--- config.mk ---
export PLATFORM = sky130hd
export DESIGN_NAME = uart_tx_core_flat
export DESIGN_NICKNAME = d
export VERILOG_FILES = /design/src/rtl/uart_tx_core_if.sv /design/src/rtl/uart_tx_core.sv /design/src/flat_wrapper.sv
export SDC_FILE = /design/constraint.sdc
export NUM_CORES = 1
export LEC_CHECK = 0
export CORE_AREA = 2 2 53 55
export DETAILED_ROUTE_END_ITERATION = 8
export DIE_AREA = 0 0 55 57
export HOLD_SLACK_MARGIN = 0.15
export PLACE_DENSITY = 0.77
export SYNTH_ARGS = -nofsm -noshare
export SYNTH_HDL_FRONTEND = slang
export SYNTH_SLANG_ARGS = --single-unit
export TNS_END_PERCENT = 30
--- constraint.sdc ---
create_clock -name clk -period 4.18 [get_ports clk]
set_clock_uncertainty 0.05 [all_clocks]
set_input_delay 0.836 -clock clk [delete_from_list [all_inputs] [get_ports clk]]
set_output_delay 0.836 -clock clk [all_outputs]
set_load 0.02 [all_outputs]
--- src/rtl/uart_tx_core_if.sv ---
// Handshake, configuration and line signals between a byte source and uart_tx_core.
interface uart_tx_core_if;
  logic       br_tick8x;
  logic       parity_en;
  logic       parity_even;
  logic       dat_valid;
  logic [7:0] dat;
  logic       dat_ack;
  logic       busy;
  logic       tx_done;
  logic       tx;

  modport master (
    output br_tick8x, parity_en, parity_even, dat_valid, dat,
    input  dat_ack, busy, tx_done, tx
  );

  modport slave (
    input  br_tick8x, parity_en, parity_even, dat_valid, dat,
    output dat_ack, busy, tx_done, tx
  );
endinterface

--- src/rtl/uart_tx_core.sv ---
// UART transmit core: start bit, 8 data bits LSB first, optional parity, stop bit(s).
// Bit timing comes from an external oversampling tick; tx is registered and idles high.
module uart_tx_core #(
  parameter int unsigned TicksPerBit = 8,
  parameter int unsigned StopBits    = 1
) (
  input logic           clk,
  input logic           rst,
  uart_tx_core_if.slave bus
);

  localparam int unsigned CntW = $clog2(TicksPerBit);
  localparam logic [CntW-1:0] TickMax = CntW'(TicksPerBit - 1);

  typedef enum logic [2:0] {StIdle, StStart, StData, StParity, StStop} state_e;

  state_e          state_q, state_d;
  logic [CntW-1:0] tick_cnt_q, tick_cnt_d;
  logic [2:0]      bit_cnt_q, bit_cnt_d;
  logic            stop_cnt_q, stop_cnt_d;
  logic [7:0]      shadow_q, shadow_d;
  logic            par_en_q, par_en_d;
  logic            par_even_q, par_even_d;
  logic            tx_q, tx_d;
  logic            bit_end, last_stop, ack, done;

  assign bit_end   = (state_q != StIdle) && bus.br_tick8x && (tick_cnt_q == TickMax);
  assign last_stop = (StopBits == 32'd1) || stop_cnt_q;

  always_comb begin
    state_d    = state_q;
    tick_cnt_d = tick_cnt_q;
    bit_cnt_d  = bit_cnt_q;
    stop_cnt_d = stop_cnt_q;
    shadow_d   = shadow_q;
    par_en_d   = par_en_q;
    par_even_d = par_even_q;
    ack        = 1'b0;
    done       = 1'b0;

    // Ticks only advance the bit timer while a frame is in flight.
    if (state_q != StIdle && bus.br_tick8x) begin
      tick_cnt_d = bit_end ? '0 : tick_cnt_q + 1'b1;
    end

    unique case (state_q)
      StIdle: begin
        if (bus.dat_valid) begin
          shadow_d   = bus.dat;
          par_en_d   = bus.parity_en;
          par_even_d = bus.parity_even;
          tick_cnt_d = '0;
          bit_cnt_d  = '0;
          stop_cnt_d = 1'b0;
          ack        = 1'b1;
          state_d    = StStart;
        end
      end
      StStart: begin
        if (bit_end) begin
          bit_cnt_d = '0;
          state_d   = StData;
        end
      end
      StData: begin
        if (bit_end) begin
          if (bit_cnt_q == 3'd7) begin
            stop_cnt_d = 1'b0;
            state_d    = par_en_q ? StParity : StStop;
          end else begin
            bit_cnt_d = bit_cnt_q + 3'd1;
          end
        end
      end
      StParity: begin
        if (bit_end) begin
          stop_cnt_d = 1'b0;
          state_d    = StStop;
        end
      end
      StStop: begin
        if (bit_end) begin
          if (last_stop) begin
            done    = 1'b1;
            state_d = StIdle;
          end else begin
            stop_cnt_d = 1'b1;
          end
        end
      end
      default: state_d = StIdle;
    endcase

    // Line level is derived from the next state so tx changes on the same edge as the FSM.
    case (state_d)
      StStart:  tx_d = 1'b0;
      StData:   tx_d = shadow_d[bit_cnt_d];
      StParity: tx_d = par_even_d ? ^shadow_d : ~^shadow_d;
      default:  tx_d = 1'b1;
    endcase
  end

  always_ff @(posedge clk) begin
    if (rst) begin
      state_q    <= StIdle;
      tick_cnt_q <= '0;
      bit_cnt_q  <= '0;
      stop_cnt_q <= 1'b0;
      shadow_q   <= '0;
      par_en_q   <= 1'b0;
      par_even_q <= 1'b0;
      tx_q       <= 1'b1;
    end else begin
      state_q    <= state_d;
      tick_cnt_q <= tick_cnt_d;
      bit_cnt_q  <= bit_cnt_d;
      stop_cnt_q <= stop_cnt_d;
      shadow_q   <= shadow_d;
      par_en_q   <= par_en_d;
      par_even_q <= par_even_d;
      tx_q       <= tx_d;
    end
  end

  assign bus.dat_ack = ack & ~rst;
  assign bus.tx_done = done & ~rst;
  assign bus.busy    = (state_q != StIdle);
  assign bus.tx      = tx_q;

endmodule

--- src/flat_wrapper.sv ---
// flat-port wrapper written by rule: the top's interface ports become plain ports
module uart_tx_core_flat 
#(
  parameter int unsigned TicksPerBit = 8,
  parameter int unsigned StopBits    = 1
)
  (clk, rst, bus_br_tick8x, bus_parity_en, bus_parity_even, bus_dat_valid, bus_dat, bus_dat_ack, bus_busy, bus_tx_done, bus_tx);
  uart_tx_core_if bus_i ();
  input logic clk;
  input logic rst;
  input wire logic [$bits(bus_i.br_tick8x)-1:0] bus_br_tick8x;
  input wire logic [$bits(bus_i.parity_en)-1:0] bus_parity_en;
  input wire logic [$bits(bus_i.parity_even)-1:0] bus_parity_even;
  input wire logic [$bits(bus_i.dat_valid)-1:0] bus_dat_valid;
  input wire logic [$bits(bus_i.dat)-1:0] bus_dat;
  output wire logic [$bits(bus_i.dat_ack)-1:0] bus_dat_ack;
  output wire logic [$bits(bus_i.busy)-1:0] bus_busy;
  output wire logic [$bits(bus_i.tx_done)-1:0] bus_tx_done;
  output wire logic [$bits(bus_i.tx)-1:0] bus_tx;
  assign bus_i.br_tick8x = bus_br_tick8x;
  assign bus_i.parity_en = bus_parity_en;
  assign bus_i.parity_even = bus_parity_even;
  assign bus_i.dat_valid = bus_dat_valid;
  assign bus_i.dat = bus_dat;
  assign bus_dat_ack = bus_i.dat_ack;
  assign bus_busy = bus_i.busy;
  assign bus_tx_done = bus_i.tx_done;
  assign bus_tx = bus_i.tx;
  uart_tx_core #(.TicksPerBit(TicksPerBit), .StopBits(StopBits)) u_core (.clk(clk), .rst(rst), .bus(bus_i));
endmodule
==> results.cfg <==
[cells_and_area]
fill_cells = 249
final_cell_area_um2 = 1450
drive_gt1_share_pct = 11.1
area_delta_synth_final_pct = 19.8
nets = 171
seq_area_um2 = 400
final_cell_mix = 20 x nor2_1, 20 x dfxtp_1, 17 x clkdlybuf4s50_1, 13 x xnor2_1, 11 x mux2i_1
diodes = 0
multi_input_area_um2 = 773
final_util_pct = 55.6

[clock_network]
cts_tree = yes
ctsRootBufferMaster = clkbuf_4
cts_setup_buffers = 0
clockBufferDepth = 2
cts.sinks = 20
cts_hold_buffers = 0
cts_buffers = 3
htreeDepth = 1
ctsResizeCount = 0
clock_latency_ps = 310
clk_pin_slew_ps = 110

[detailed_routing]
vias = 1021
finalWirelength_mm = 2.47
drcViolationCount = 0
drt-initial-drc-count = 29
viasPerCell = 5.55
drt_pass1_iterations = 4
wire_per_inst_um = 13.4
ant_nets = 0

[sta]
final_hold_viol_count = 0
setup_viol = 0
rsz0062_at_grt = false
tns_ps = 0
worstMarginPinSlew_ps = 412
slew_headroom_pct = 72.3
fmax_ghz = 0.299
drv_slew = 0
period_share_pct = 79.9
fin_crit_ps = 3340

[global_route]
grt_usage_pct = 18.2
grt_max_degree = 22
antenna_found_initial = 0
grt_overflow = 0
grt_pass1_wl_mm = 4.26
grt_pass1_vias = 1021

[power_and_ir_drop]
ir_worst_vdd_v = 0.000331
power_density_nw_per_um2 = 319
leakage_nw = 0.597

[die]
initial_core_util_pct = 46.4
die_x_um = 55
coreArea_um2 = 2620
die_area_um2 = 3140
io_pins = 18
rows = 19
die_height_um = 57

[setup_path]
arrival_ps = 2450
cp.depth = 4
critPathTopFamily = buffers and inverters
cp_max_fo = 13
worstPathCellList = clkdlybuf4s50_1 > nand2_2 > nor2_1 > clkdlybuf4s50_1
cpMaxStageDelayCell = clkdlybuf4s50_1
cp_common_cell = clkdlybuf4s50_1
path_buf_inv = 2
cpPeakStageDelay_ps = 610
reg2reg_depth = 9
required_ps = 3290
critPathKind = in -> out
crit_path_end_kind = primary output
crit_path_start_kind = input pin

[min_path]
min_delay_path_depth = 2
worst_hold_path_type = reg -> reg

[placement]
postPlaceCellArea_um2 = 1400
port_buffers = 17
dp_hpwl_mm = 1.87
gp_congestion = 0.786

[synthesis]
syn-cell-area_um2 = 1210
ys_seq_area_share_pct = 33.0
synth_cells = 136
avgSynthCellArea_um2 = 8.92
synth_edf_count = 0
synth_nets = 153
yosysUniqueCellTypes = 42
ys_async_sr_fraction_pct = 0
ys_warn_count = 0
synthFlopType = dfxtp_1
ys_ff_latch = 20

[run]
drv_cap = 0

[status]
status = completed
[synthesized netlist by cell type, types with 2 or more instances]
cell type / instances / area, um2
nor3_1: 2 / 10.0
xnor2_1: 13 / 114
nand3b_1: 2 / 15.0
nand2_2: 3 / 18.8
inv_1: 3 / 11.3
o21ai_0: 2 / 10.0
mux2i_1: 11 / 110
nand3_1: 5 / 25.0
nor2_1: 20 / 75.1
a21oi_1: 9 / 45.0
xor2_1: 2 / 17.5
nor2b_1: 2 / 12.5
o311a_1: 2 / 20.0
buf_2: 2 / 10.0
dfxtp_1: 20 / 400
nand2_1: 7 / 26.3
clkbuf_1: 2 / 7.51
ha_1: 3 / 37.5
a21boi_0: 2 / 15.0
a22oi_1: 2 / 15.0
[through the flow]
step / power [mW] / hold slack, ps / worst slack (ps) / std cells
after floorplan: 0.280 / 398 / 1690 / 136
after global placement: 0.307 / 412 / 869 / 180
after detailed placement: 0.309 / 419 / 854 / 180
after CTS: 0.467 / 434 / 843 / 184
after global routing: 0.491 / 465 / 751 / 184
final: 0.464 / 431 / 840 / 184
[power by group]
part           internal [mW]  switching, mW  total, mW  leakage, nW
clock network         0.0970         0.0619      0.159       0.0279
logic                 0.0531         0.0460     0.0991        0.405
registers              0.199        0.00706      0.206        0.163
[final timing paths]
path	startpoint	to	slack (ps)
min	u_core.par_even_q	u_core.par_even_q	430
max	bus_dat_valid	bus_dat_ack	840
min reg2reg	u_core.par_even_q	u_core.par_even_q	430
max reg2reg	u_core.tick_cnt_q[1]	u_core.bus.tx	1510
[layer usage]
layer,track usage [%],vias up,wire length (um)
met2,31.1,17,1280
met3,3.14,3,72
met5,0,-,0
met4,5.23,0,22
met1,22.8,483,1090
li1,-,518,-
[layout make-up]
class                   count  area share [%]
well taps                  31            2.67
multi-input cells         108            53.2
clock inverters             1            2.07
clock buffers               3            1.55
inverters                   3           0.775
repair buffers             18            12.2
flip-flops and latches     20            27.5
[worst reg2reg max path, stage by stage, from the launching register on]
cell	delay, ps
dfxtp_1	380
ha_1	160
ha_1	240
nand2_2	170
nor3b_4	280
o21ai_2	90
a32oi_2	340
mux2_1	380
o311a_1	310
a41oi_2	210
[sequential cells by signal (all words and copies together), names as in the netlist]
signal	flops
u_core.bit_cnt_q	3
u_core.par_even_q	1
u_core.par_en_q	1
u_core.bus.tx	1
u_core.tick_cnt_q	3
u_core.state_q	3
u_core.shadow_q	8
[kinds of logic after synthesis]
| kind of cell | count (synthesis) | share of synthesized area, % |
|---|---|---|
| AO/OA/AOI/OAI | 25 | 15.5 |
| multiplexers | 13 | 10.9 |
| AND/OR/NAND/NOR | 52 | 23.4 |
| buffers and inverters | 8 | 3.30 |
| flip-flops | 20 | 33.0 |
| XOR/XNOR | 15 | 10.8 |
| adder cells (fa/ha/maj) | 3 | 3.09 |
Power figures use the tool's default switching activity.
